## config.mk

```make
export PLATFORM = sky130hd
export DESIGN_NAME = dense_controller
export DESIGN_NICKNAME = d
export VERILOG_FILES = /design/src/rtl/dense_controller.sv
export SDC_FILE = /design/constraint.sdc
export NUM_CORES = 1
export LEC_CHECK = 0
export BUFFER_PORTS_ARGS = -buffer_cell sky130_fd_sc_hd__buf_2
export CORE_MARGIN = 4
export CORE_UTILIZATION = 30
export CTS_BUF_LIST = sky130_fd_sc_hd__clkbuf_4
export DETAILED_ROUTE_END_ITERATION = 6
export SETUP_SLACK_MARGIN = 0.02
export SYNTH_ARGS = -nofsm -noshare
export SYNTH_HDL_FRONTEND = slang
export SYNTH_SLANG_ARGS = --single-unit
```

## constraint.sdc

```tcl
create_clock -name clk -period 2 [get_ports clk]
set_clock_uncertainty 0.15 [all_clocks]
set_input_delay 0.1 -clock clk [delete_from_list [all_inputs] [get_ports clk]]
set_output_delay 0.1 -clock clk [all_outputs]
set_load 0.02 [all_outputs]
```

## src/rtl/dense_controller.sv

```systemverilog
// Sequencer for one dense layer: clears the datapath, streams IN_COUNT MAC beats per neuron,
// adds the bias, writes each result, and repeats for OUT_COUNT neurons while cross-checking status.
module dense_controller #(
  parameter int IN_COUNT  = 16,
  parameter int OUT_COUNT = 10
) (
  input  logic clk,
  input  logic rst,
  input  logic start,
  output logic busy,
  output logic done,
  output logic err,
  input  logic bufInValid,
  input  logic bufOutReady,
  output logic bufOutWr,
  output logic clear,
  output logic inCntEn,
  output logic clearReg,
  output logic WorB,
  output logic load,
  output logic outCntEn,
  input  logic mulDone,
  input  logic calcDone
);

  localparam int IW = $clog2(IN_COUNT) + 1;
  localparam int OW = $clog2(OUT_COUNT) + 1;
  localparam logic [IW-1:0] IN_LAST  = IW'(IN_COUNT - 1);
  localparam logic [OW-1:0] OUT_LAST = OW'(OUT_COUNT - 1);

  typedef enum logic [2:0] {
    IDLE = 3'd0,
    INIT = 3'd1,
    MAC  = 3'd2,
    BIAS = 3'd3,
    DONE = 3'd4
  } state_t;

  state_t        state;
  state_t        state_next;
  logic [IW-1:0] in_cnt;
  logic [IW-1:0] in_cnt_next;
  logic [OW-1:0] out_cnt;
  logic [OW-1:0] out_cnt_next;
  logic          err_next;

  always_ff @(posedge clk or posedge rst) begin
    if (rst) begin
      state   <= IDLE;
      in_cnt  <= '0;
      out_cnt <= '0;
      err     <= 1'b0;
    end else begin
      state   <= state_next;
      in_cnt  <= in_cnt_next;
      out_cnt <= out_cnt_next;
      err     <= err_next;
    end
  end

  always_comb begin
    state_next   = state;
    in_cnt_next  = in_cnt;
    out_cnt_next = out_cnt;
    err_next     = err;
    busy         = 1'b1;
    done         = 1'b0;
    clear        = 1'b0;
    clearReg     = 1'b0;
    inCntEn      = 1'b0;
    load         = 1'b0;
    WorB         = 1'b0;
    bufOutWr     = 1'b0;
    outCntEn     = 1'b0;

    case (state)
      IDLE: begin
        busy = 1'b0;
        if (start) begin
          state_next = INIT;
          err_next   = 1'b0;
        end
      end

      INIT: begin
        clear        = 1'b1;
        clearReg     = 1'b1;
        in_cnt_next  = '0;
        out_cnt_next = '0;
        state_next   = MAC;
      end

      MAC: begin
        inCntEn = bufInValid;
        load    = bufInValid;
        if (bufInValid) begin
          // Datapath status and shadow count must agree on which beat is last;
          // on disagreement the datapath still steers the sequence.
          if (mulDone != (in_cnt == IN_LAST)) begin
            err_next = 1'b1;
          end
          if (mulDone) begin
            in_cnt_next = '0;
            state_next  = BIAS;
          end else begin
            in_cnt_next = in_cnt + 1'b1;
          end
        end
      end

      BIAS: begin
        WorB = 1'b1;
        if (bufOutReady) begin
          bufOutWr = 1'b1;
          outCntEn = 1'b1;
          clearReg = 1'b1;
          if (calcDone != (out_cnt == OUT_LAST)) begin
            err_next = 1'b1;
          end
          if (calcDone) begin
            out_cnt_next = '0;
            state_next   = DONE;
          end else begin
            out_cnt_next = out_cnt + 1'b1;
            state_next   = MAC;
          end
        end
      end

      DONE: begin
        done       = 1'b1;
        clear      = 1'b1;
        state_next = IDLE;
      end

      default: begin
        state_next = IDLE;
      end
    endcase
  end

endmodule

```

* Yosys cells after proc, flatten, opt, wreduce, memory -nomap -nowiden
Index checks and enable logic that the tools add are counted. Widths: inputs -> output; s select.
Storage, ports and cells: register bits 14, input bits 7, logic and storage cells 55
Cells by class: add/sub/neg operators 2, equal/unequal tests 14, multiplexer cells 26, reductions and logical operators 9
Operators by type and width (count):
- $mux 5 | 4
- $pmux 5 s2 | 2
- $mux 3 | 5
- $mux 1 | 12
- $ne 2x2->1 const B | 6
- $pmux 3 s4 | 1
- $add 5x1->5 const B | 2
- $eq 5x4->1 const B | 2
- $eq 3x2->1 const B | 2
- $reduce_and 6->1 | 1
- $reduce_and 2->1 | 2
- $reduce_and 4->1 | 1
- $reduce_bool 2->1 | 2
- $eq 3x1->1 const B | 1
- $eq 3x3->1 const B | 1
- $logic_not 3->1 | 1
- $pmux 1 s3 | 1
- $reduce_bool 3->1 | 1
- $ne 1x1->1 | 2
- $pmux 1 s2 | 1
- $reduce_or 2->1 | 1

* Depth between registers and ports, before layout
Gate-level depths: netlist (run 1).
word-level depth 5, mapped depth 6, gate-level depth less buffers 6

* Worst setup path after synthesis (run 1)
Ideal clock, no wire load.
kind register -> register, start register in_cnt[0], end register err, setup time 132 ps, arrival 1322 ps, slack 396 ps, cell stages (with the launch flop) 7, path buffers 0, clock period less this slack 1604 ps, cells stage by stage dfrtp_1 -> ha_1 -> and3_1 -> ha_1 -> xor2_1 -> a32oi_1 -> o32ai_2
On the way: cells in the longest elaborated chain, start to end 4
Ends and longest elaborated chain:
- start: declaration | RTL line 41 | logic [IW-1:0] in_cnt;
- start signal: assignment | RTL line 55 | in_cnt <= in_cnt_next;
- $eq 5x4->1 | RTL line 99 | if (mulDone != (in_cnt == IN_LAST)) begin
- $ne 1x1->1 | RTL line 99
- $ne 2x2->1 (no line)
- $reduce_and 6->1 (no line)
- end signal: assignment | RTL line 57 | err <= err_next;
- end: declaration | RTL line 12 | output logic err,
Every way passes these cells. A chain may end at the register's enable or synchronous reset.

* Worst setup path after layout (run 1)
start register state[2], end output clearReg
On the way: cells in the longest elaborated chain, start to end 2, elaborated cells between the ends (all ways) 3, classes of those cells eq/ne: 2; mux: 1
Ends and longest elaborated chain:
- start: declaration | RTL line 39 | state_t state;
- start signal: assignment | RTL line 54 | state <= state_next;
- $eq 3x2->1 / $eq 3x1->1 (equally long branches) | RTL line 76 | case (state)
- $pmux 1 s2 (*) | RTL line 76
- end: declaration | RTL line 18 | output logic clearReg,
Every way passes the cells marked *; elsewhere a longest branch is shown, timed or not.

==> Flow_metrics.wiki, run 1 <==
{| class="wikitable"
! Metric !! Value
|-
| I/O pins || 17
|-
| Hold path cells || 4
|-
| Num Clock Sinks || 14
|-
| VDD IR-drop max || 0.448 mV
|-
| Final hold viol count || 0
|-
| Initial drt markers || 25
|-
| Post-synthesis net count || 102
|-
| Startpoint of the worst-slack reg-to-reg timing path || state[2]
|-
| Number of distinct standard cells referenced by the synthesized netlist || 36
|-
| Count of warnings emitted by yosys || 0
|-
| Sum of routed wire length over all layers || 1.87 mm
|-
| First-pass DRT Iterations || 4
|-
| P_leak || 0.496 nW
|-
| Path type of the worst setup path || reg -> out
|-
| Class of the tightest hold or removal check || in -> reg
|-
| Final design utilization || 37.8%
|-
| Number of fillers in the final layout || 304
|-
| Commonest cells after routing, fill and taps aside || buf_2, dfrtp_1, inv_1
|-
| Routed length per instance || 12.4 um
|-
| Cell area after synthesis || 935 um^2
|-
| # setup viols final || 0
|-
| Area growth syn-to-layout || 16.5%
|-
| Clock tree from TritonCTS || built
|-
| Most common cell after layout, fill and taps aside || buf_2
|-
| Unrepaired setup endpoints after global routing || false
|-
| Count of H-tree levels built during CTS || 1
|-
| Global Route Usage Sum || 10.4%
|-
| Placeable core area || 0.00288 mm^2
|-
| Detailed placement HPWL || 1.39 mm
|-
| Share of post-route cells with drive strength above 1 || 27.5%
|-
| Critical path cell sequence || nor2b_2 > and2_2 > buf_2
|-
| Die ar. || 0.00407 mm^2
|-
| Clk slew on worst S/H paths || 90 ps
|-
| Outcome || complete, no violations
|-
| Tot Pwr || 1.24 mW
|-
| Worst Reg2Reg Path Length in Cells || 3
|-
| Number of design rule violations left after detail routing || 0
|-
| Worst rel slew slack || 62.2%
|-
| Row cnt || 19
|-
| Number of enable flip-flop cells after synthesis || 0
|-
| Wire length of the first global-routing pass || 3.42 mm
|-
| Post-layout minimum cycle time || 1840 ps
|-
| Residual antenna-violating net count after detailed routing || 0
|-
| Finished Cell Area || 0.00109 mm^2
|-
| Number of diodes || 0
|-
| Hold Path End || err
|-
| Origin of the worst min-delay path || start
|-
| Cell type contributing the most total cell area after synthesis || dfrtp_1
|-
| Highest signal layer in the routed design || met4
|-
| Met2 Routed Length || 856 um
|-
| Clock buffers created by TritonCTS || 3
|-
| Via count of the first global-routing pass || 776
|-
| FF+latch count, synth || 14
|-
| Worst endpoint required time || 1750 ps
|-
| Pin count of the biggest net entering global routing || 17
|-
| Buffers added on ports || 16
|-
| Max Fanout on Critical Path || 10
|-
| Overall via count from detail_route || 742
|-
| Latest clock arrival within the worst-skew pair || 280 ps
|-
| Most used flip-flop cell after synthesis || dfrtp_1
|-
| Ranking of synthesized cells by area || dfrtp_1, ha_1, nand2b_1
|-
| Post-synthesis sequential area ratio || 37.5%
|-
| Portion of the clock cycle consumed by the worst path in the final layout || 92.1%
|-
| Async set-reset flop share out of synthesis || 100%
|-
| Effective utilization at floorplan || 32.5%
|-
| Routed length on met3 || 128 um
|-
| Buffers inserted by post-CTS timing repair || 0
|-
| Area after detailed placement || 0.00102 mm^2
|-
| Buffer depth of the longest clock path || 2
|-
| Maxcap violations || 0
|-
| Min setup slack post-route || 158 ps
|-
| Cell at the root of the clock tree || clkbuf_4
|-
| Worst setup slack before clock tree synthesis || 325 ps
|-
| Antenna violations before repair || 0
|-
| Maximum cell stage delay along the critical path || 540 ps
|-
| Placer Congestion || 0.811
|-
| Endpoint of the most critical register-to-register path || state[1]
|-
| Net count, final || 122
|-
| Mean area per synthesized cell || 10.3 um^2
|-
| Number of instances in the synthesized netlist || 91
|-
| Y dimension of the die || 63.8 um
|-
| Setup TNS || 0 ps
|-
| Routed length on met1 || 880 um
|-
| Setup slack of the worst register-to-register path || 290 ps
|-
| Area fraction of the dominant cell type after synthesis || 37.5%
|-
| Width of the die || 63.8 um
|-
| Residual overflow from global routing || 0
|-
| Worst Setup Start Kind || flop
|-
| Standard cell with the maximum stage delay on the critical path || dfrtp_1
|-
| Kind of end point of the critical path || output port
|-
| Vias/cell || 4.91
|-
| Power density of the placed cells || 1140 mW/mm^2
|-
| Slew at the pin with the worst max-slew slack || 566 ps
|-
| WP data arrival || 1590 ps
|-
| Peak Freq || 543 MHz
|-
| Pins over their slew limit || 0
|}
==> cell type report <==
class | count | area (um^2) | share of cell area, %
inverter | 11 | 41.3 | 3.79
clock buffer | 3 | 22.5 | 2.07
multi-input combinational | 60 | 494 | 45.4
timing repair buffer | 21 | 128 | 11.7
sequential | 14 | 350 | 32.2
tap | 42 | 52.6 | 4.83
==> cell families (layout without fill, tap and decap cells) <==
| group | Yosys count | in the layout | synth area share (%) |
|---|---|---|---|
| compound gates | 17 | 17 | 16.7 |
| xor+xnor | 2 | 2 | 1.87 |
| fa+ha+maj | 4 | 4 | 5.35 |
| buf+inv | 17 | 35 | 9.77 |
| flops | 14 | 14 | 37.5 |
| mux | 3 | 3 | 3.21 |
| simple gates | 34 | 34 | 25.6 |
==> registers in the layout, indices dropped and copies added, names as in the netlist <==
signal	count
in_cnt	5
err	1
state	3
out_cnt	5
==> routing by layer <==
layer  up-vias  track usage [%]
met2        21             17.2
met1       354             12.6
met5         -                0
li1        365                -
met3         2             3.68
met4         0             3.23
==> timing repair <==
| item | in CTS | in global routing |
|---|---|---|
| gates resized for setup | 0 | 1 |
| hold buffers | 4 | 0 |
| endpoints found under the setup margin | 0 | 1 |
| hold endpoints to repair | 16 | 0 |
==> worst max-delay path, delay by kind of cell, from the launching register on <==
family                 cells  cell delay [ps]
buffers and inverters      1              190
flip-flops                 1              540
AND/OR/NAND/NOR            2              580
==> cells in the mapped netlist (2+ instances only) <==
cell      number
a211oi_1       2
a31oi_1        4
and2_1         2
and3_1         6
buf_4          3
buf_6          2
dfrtp_1       14
ha_1           4
inv_1         11
mux2i_1        3
nand2b_1       8
nand3_1        5
nor2_1         2
nor3b_1        2
o221ai_2       2
==> stage by stage <==
stage | hold WS (ps) | cells
final | 22.7 | 151
after global routing | 45.8 | 151
after CTS | 13.9 | 151
after detailed placement | 40.8 | 144
after global placement | 35.4 | 144
after floorplan | -161 | 91
==> how the worst max path moves through the flow <==
stage / start / endpoint / slack [ps] / cells after the start
3_5_place_dp: in_cnt[0] / err / 320 / 6
6_report: state[2] / clearReg / 160 / 3
2_1_floorplan: in_cnt[0] / err / 400 / 6
5_1_grt: state[2] / clearReg / 80 / 3
4_1_cts: state[2] / clearReg / 80 / 3
3_3_place_gp: in_cnt[0] / err / 360 / 6
==> report_power, final <==
group	leakage (nW)	total [mW]	internal, mW	switching, mW
logic	0.298	0.622	0.274	0.349
clock network	0.0138	0.161	0.0699	0.0910
registers	0.184	0.455	0.356	0.0992
(Power assumes the default switching activity.)
==> inputs of run 2 (changes only) <==
- CELL_PAD_IN_SITES_DETAIL_PLACEMENT: not set -> 0
- CELL_PAD_IN_SITES_GLOBAL_PLACEMENT: not set -> 1
- PLACE_DENSITY_LB_ADDON: not set -> 0.1
==> run 2 against run 1 <==
Compared with the run above: setup slack improved by 31 ps; critical path depth did not move; die area is the same; first-iteration DRC count decreased by 24%; clock-buffer cell count unchanged; maximum frequency grew 1.7%; power increased by 0.83%; register-to-register slack about the same; design area rose by 0.35%; combinational power decreased by 3.5%; global-route usage rose by 0.61 points; critical path type unchanged; critical endpoint unchanged; largest power group unchanged; highest routed layer unchanged.
==> Flow_metrics.wiki, run 2 (synthesized netlist as in run 1, its figures left out) <==
{| class="wikitable"
! Metric !! Value
|-
| Outcome || complete, no violations
|-
| Residual overflow from global routing || 0
|-
| Die ar. || 0.00407 mm^2
|-
| Pins over their slew limit || 0
|-
| Non-filler cells, final || 152
|-
| Largest registers in the final layout || in_cnt: 5 flops, out_cnt: 5 flops, state: 3 flops
|-
| Power density of the placed cells || 1140 mW/mm^2
|-
| Y dimension of the die || 63.8 um
|-
| Finished Cell Area || 0.00109 mm^2
|-
| Clock buffers created by TritonCTS || 3
|-
| Endpoint of the most critical register-to-register path || state[1]
|-
| Area growth syn-to-layout || 16.9%
|-
| Number of fillers in the final layout || 303
|-
| Latest clock arrival within the worst-skew pair || 280 ps
|-
| Worst endpoint required time || 1750 ps
|-
| Buffer depth of the longest clock path || 2
|-
| Setup slack of the worst register-to-register path || 290 ps
|-
| Area after detailed placement || 0.00102 mm^2
|-
| Placer Congestion || 0.745
|-
| Maxcap violations || 0
|-
| Unrepaired setup endpoints after global routing || false
|-
| Sum of routed wire length over all layers || 2.04 mm
|-
| Num Clock Sinks || 14
|-
| Overall via count from detail_route || 721
|-
| Net count, final || 122
|-
| Wire length of the first global-routing pass || 3.54 mm
|-
| I/O pins || 17
|-
| Pin count of the biggest net entering global routing || 17
|-
| Final hold viol count || 0
|-
| Setup TNS || 0 ps
|-
| Buffers added on ports || 16
|-
| Hold Path End || err
|-
| Worst Setup Start Kind || flop
|-
| Residual antenna-violating net count after detailed routing || 0
|-
| Share of post-route cells with drive strength above 1 || 27.3%
|-
| Origin of the worst min-delay path || start
|-
| Clk slew on worst S/H paths || 90 ps
|-
| Row cnt || 19
|-
| WP data arrival || 1560 ps
|-
| Via count of the first global-routing pass || 784
|-
| Most common cell after layout, fill and taps aside || buf_2
|-
| Placed cells || 144
|-
| Kind of end point of the critical path || output port
|-
| Initial drt markers || 19
|-
| Worst Reg2Reg Path Length in Cells || 3
|-
| Class of the tightest hold or removal check || in -> reg
|-
| Buffers inserted by post-CTS timing repair || 0
|-
| Cell at the root of the clock tree || clkbuf_4
|-
| Global Route Usage Sum || 11.0%
|-
| Final design utilization || 38.0%
|-
| Width of the die || 63.8 um
|-
| # setup viols final || 0
|-
| Effective utilization at floorplan || 32.5%
|-
| Commonest cells after routing, fill and taps aside || buf_2, dfrtp_1, inv_1
|-
| Hold path cells || 4
|-
| Portion of the clock cycle consumed by the worst path in the final layout || 90.5%
|-
| VDD IR-drop max || 0.550 mV
|-
| Startpoint of the worst-slack reg-to-reg timing path || state[2]
|-
| Detailed placement HPWL || 1.52 mm
|-
| Slew at the pin with the worst max-slew slack || 545 ps
|-
| Number of design rule violations left after detail routing || 0
|-
| Worst rel slew slack || 63.7%
|-
| Peak Freq || 552 MHz
|-
| Vias/cell || 4.74
|-
| First-pass DRT Iterations || 4
|-
| Post-layout minimum cycle time || 1810 ps
|-
| Path type of the worst setup path || reg -> out
|-
| Placeable core area || 0.00288 mm^2
|-
| Number of diodes || 0
|-
| Routed length per instance || 13.4 um
|-
| Max Fanout on Critical Path || 16
|-
| P_leak || 0.496 nW
|-
| Count of H-tree levels built during CTS || 1
|-
| Clock tree from TritonCTS || built
|-
| Antenna violations before repair || 0
|}
-- run 2: changes by cell type in the layout (fill, tap and decap cells not counted), sizes merged --
cell,previous run,this run
clkinv,0,1
-- run 2: power by group --
part / switching, mW / total, mW / leakage (nW) / internal [mW]
sequential: 0.126 / 0.484 / 0.183 / 0.358
clock: 0.0930 / 0.165 / 0.0154 / 0.0723
combinational: 0.328 / 0.600 / 0.298 / 0.272
total: 0.547 / 1.25 / 0.496 / 0.702
-- run 2: repair_timing --
action,CTS,global route
endpoints found under the setup margin,0,4
hold endpoints to repair,16,0
hold buffers,4,0
resized for setup,0,1
-- run 2: layout make-up --
| type | instances | area (um^2) | area share [%] |
|---|---|---|---|
| multi-input cells | 60 | 493 | 45.1 |
| clock buffers | 3 | 22.5 | 2.06 |
| flip-flops and latches | 14 | 352 | 32.2 |
| well taps | 42 | 52.6 | 4.81 |
| repair buffers | 21 | 128 | 11.7 |
| inverters | 11 | 41.3 | 3.78 |
| clock inverters | 1 | 3.75 | 0.344 |
-- run 2: per-layer routing --
layer,vias to the layer above,track usage (%),share of wire (%)
li1,366,-,-
met1,340,13.7,49
met2,13,17.8,45
met3,2,4.20,4.9
met4,0,2.70,0.83
met5,-,0,0
-- run 2: worst max-delay path: stages, from the launching register on --
cell and delay (ps):
dfrtp_1 540, nand2b_1 230, and2_1 290, buf_2 220
-- run 2: worst max-delay path by stage --
stage / start / end / slack [ps] / cells after the start
global route: state[1] / clearReg / 20 / 3
finish: state[1] / clearReg / 190 / 3
CTS: state[0] / clearReg / 100 / 3
detailed placement: in_cnt[0] / err / 330 / 6
global placement: in_cnt[0] / err / 360 / 6
floorplan: in_cnt[0] / err / 400 / 6
-- run 2: per-stage QoR --
| step | hold WS, ps | power, mW | setup slack, ps |
|---|---|---|---|
| CTS | 29.7 | 1.27 | 99.5 |
| global route | 36.7 | 1.36 | 20.1 |
| finish | 28.9 | 1.25 | 189 |
| global placement | 45.9 | 1.07 | 360 |
| detailed placement | 30.4 | 1.08 | 332 |
| floorplan | -161 | 0.948 | 396 |
==> inputs of run 3 (changes only) <==
- ABC_AREA: not set -> 1
- CTS_CLUSTER_SIZE: not set -> 8
- PLACE_DENSITY: not set -> 0.61
- PLACE_DENSITY_LB_ADDON: 0.1 -> not set
==> run 3 against run 2 <==
Compared with the run above: sequential power down 12%; power up 11%; design area up 2.5%; sequential share of layout area down 0.90 points; largest cell class unchanged.
==> Flow_metrics.wiki, run 3 <==
{| class="wikitable"
! Metric !! Value
|-
| Leading cell type by number of instances after synthesis || nand2_1
|-
| Vias/cell || 4.20
|-
| Class of the tightest hold or removal check || in -> reg
|-
| Post-layout minimum cycle time || 1770 ps
|-
| Overall via count from detail_route || 793
|-
| FF+latch count, synth || 14
|-
| Width of the die || 63.9 um
|-
| Count of warnings emitted by yosys || 0
|-
| Share of post-route cells with drive strength above 1 || 25.5%
|-
| Row cnt || 20
|-
| First-pass DRT Iterations || 4
|-
| Hold path cells || 7
|-
| Tot Pwr || 1.38 mW
|-
| Cell type contributing the most total cell area after synthesis || dfrtp_1
|-
| Startpoint of the worst-slack reg-to-reg timing path || in_cnt[1]
|-
| Number of design rule violations left after detail routing || 0
|-
| Cell at the root of the clock tree || clkbuf_4
|-
| Worst rel slew slack || 62.1%
|-
| Largest registers in the final layout || in_cnt: 5 flops, out_cnt: 5 flops, state: 3 flops
|-
| Register area || 350 um^2
|-
| Path type of the worst setup path || reg -> reg
|-
| Detailed placement HPWL || 1.50 mm
|-
| Post-synthesis net count || 134
|-
| Count of H-tree levels built during CTS || 1
|-
| Placer Congestion || 0.726
|-
| Finished Cell Area || 0.00112 mm^2
|-
| Multi-input gate area in the final layout || 493 um^2
|-
| CP Buf/Inv Count || 1
|-
| Effective utilization at floorplan || 31.0%
|-
| Setup slack of the worst register-to-register path || 230 ps
|-
| CTS Hold Buffers Added || 4
|-
| Non-filler cells, final || 189
|-
| Die ar. || 0.00408 mm^2
|-
| Worst Setup Start Kind || flop
|-
| Unrepaired setup endpoints after global routing || false
|-
| Standard cell with the maximum stage delay on the critical path || dfrtp_1
|-
| Residual antenna-violating net count after detailed routing || 0
|-
| Max Fanout on Critical Path || 3
|-
| Number of diodes || 0
|-
| VDD IR-drop max || 0.432 mV
|-
| Most common cell after layout, fill and taps aside || nand2_1
|-
| Clk slew on worst S/H paths || 90 ps
|-
| Pin count of the biggest net entering global routing || 15
|-
| Critical path cell sequence || ha_1 > and3_1 > ha_1 > inv_1 > nand2_1 > nand2_1 > nor2_1 > nor2_1 > nand3_1 > nand2_1 > nand2_1
|-
| Pins over their slew limit || 0
|-
| Setup TNS || 0 ps
|-
| Hold Path End || state[2]
|-
| Portion of the clock cycle consumed by the worst path in the final layout || 88.4%
|-
| Family of cells with the greatest summed delay on the critical path || simple AND/OR/NAND/NOR gates
|-
| Global Route Usage Sum || 10.8%
|-
| Buffer depth of the longest clock path || 2
|-
| Peak Freq || 566 MHz
|-
| Mean area per synthesized cell || 7.62 um^2
|-
| Endpoint of the most critical register-to-register path || err
|-
| Initial drt markers || 13
|-
| Number of gates on the worst path with buffers counted || 11
|-
| Final design utilization || 37.0%
|-
| Antenna violations before repair || 0
|-
| Slew at the pin with the worst max-slew slack || 568 ps
|-
| Y dimension of the die || 63.9 um
|-
| Ranking of synthesized cells by area || dfrtp_1, nand2_1, nor2_1
|-
| Wire length of the first global-routing pass || 3.46 mm
|-
| Worst endpoint required time || 2030 ps
|-
| Final hold viol count || 0
|-
| Buffers added on ports || 16
|-
| Maximum cell stage delay along the critical path || 410 ps
|-
| Num Clock Sinks || 14
|-
| Power density of the placed cells || 1230 mW/mm^2
|-
| Commonest cells after routing, fill and taps aside || nand2_1, nor2_1, buf_2
|-
| Latest clock arrival within the worst-skew pair || 280 ps
|-
| Post-synthesis sequential area ratio || 37.4%
|-
| Post-cts resize count || 0
|-
| Via count of the first global-routing pass || 781
|-
| I/O pins || 17
|-
| P_leak || 0.574 nW
|-
| Number of enable flip-flop cells after synthesis || 0
|-
| Routed length per instance || 10.1 um
|-
| Outcome || complete, no violations
|-
| Clock tree from TritonCTS || built
|-
| Number of distinct standard cells referenced by the synthesized netlist || 26
|-
| Cell area after synthesis || 937 um^2
|-
| Most frequent cell on the critical path || nand2_1
|-
| Buffers inserted by post-CTS timing repair || 0
|-
| Area fraction of the dominant cell type after synthesis || 37.4%
|-
| Origin of the worst min-delay path || start
|-
| Most used flip-flop cell after synthesis || dfrtp_1
|-
| Async set-reset flop share out of synthesis || 100%
|-
| Residual overflow from global routing || 0
|-
| Worst setup slack before clock tree synthesis || 235 ps
|-
| Min setup slack post-route || 232 ps
|-
| Most frequent cells after synthesis || nand2_1, nor2_1, dfrtp_1, inv_1, nand3_1
|-
| Maxcap violations || 0
|-
| Kind of end point of the critical path || flop
|-
| # setup viols final || 0
|-
| Clock buffers created by TritonCTS || 3
|-
| WP data arrival || 1800 ps
|-
| Sum of routed wire length over all layers || 1.91 mm
|-
| Worst Reg2Reg Path Length in Cells || 11
|-
| Placed cells || 181
|-
| Min Hold Slack || 175 ps
|-
| Number of fillers in the final layout || 332
|-
| Net count, final || 157
|-
| Number of instances in the synthesized netlist || 123
|-
| Placeable core area || 0.00303 mm^2
|-
| Area after detailed placement || 0.00105 mm^2
|-
| Area growth syn-to-layout || 19.5%
|}
[run 3: how the worst max path moves through the flow]
| stage | startpoint | slack (ps) | to |
|---|---|---|---|
| floorplan | in_cnt[0] | 340 | err |
| global placement | state[2] | 260 | in_cnt[3] |
| detailed placement | in_cnt[1] | 240 | err |
| CTS | in_cnt[1] | 220 | err |
| global route | in_cnt[1] | 50 | err |
| finish | in_cnt[1] | 230 | err |
[run 3: tightest hold or removal path: cells and delay by family]
family | cells | cell delay [ps]
simple gates | 5 | 330
buf+inv | 2 | 130
[run 3: final cells by class]
class | instances | share of cell area [%]
Sequential cell | 14 | 31.3
Inverter | 18 | 6.03
Clock buffer | 3 | 2.01
Timing Repair Buffer | 21 | 11.4
Multi-Input combinational cell | 88 | 44.0
Clock inverter | 1 | 0.335
Tap cell | 44 | 4.92
[run 3: cells by family (layout without fill, tap and decap cells)]
logic type | count (synthesis) | in the layout | share of synthesized area (%)
adders and majority gates | 4 | 4 | 5.34
buffers and inverters | 21 | 43 | 10.0
DFF | 14 | 14 | 37.4
AOI/OAI and AO/OA | 14 | 14 | 10.3
xor gates and xnor gates | 2 | 2 | 1.87
and+or+nand+nor | 68 | 68 | 35.1
[run 3: per-layer routing]
metal  track usage, %  wire [um]
met2             16.4        855
met1             14.4        939
met4             5.66         21
met5                0          0
met3             2.28         94
[run 3: report_power, final]
part | switching, mW | leakage (nW) | total, mW | internal, mW
Combinational | 0.520 | 0.371 | 0.783 | 0.263
Clock | 0.0989 | 0.0154 | 0.171 | 0.0723
Sequential | 0.0770 | 0.188 | 0.428 | 0.351
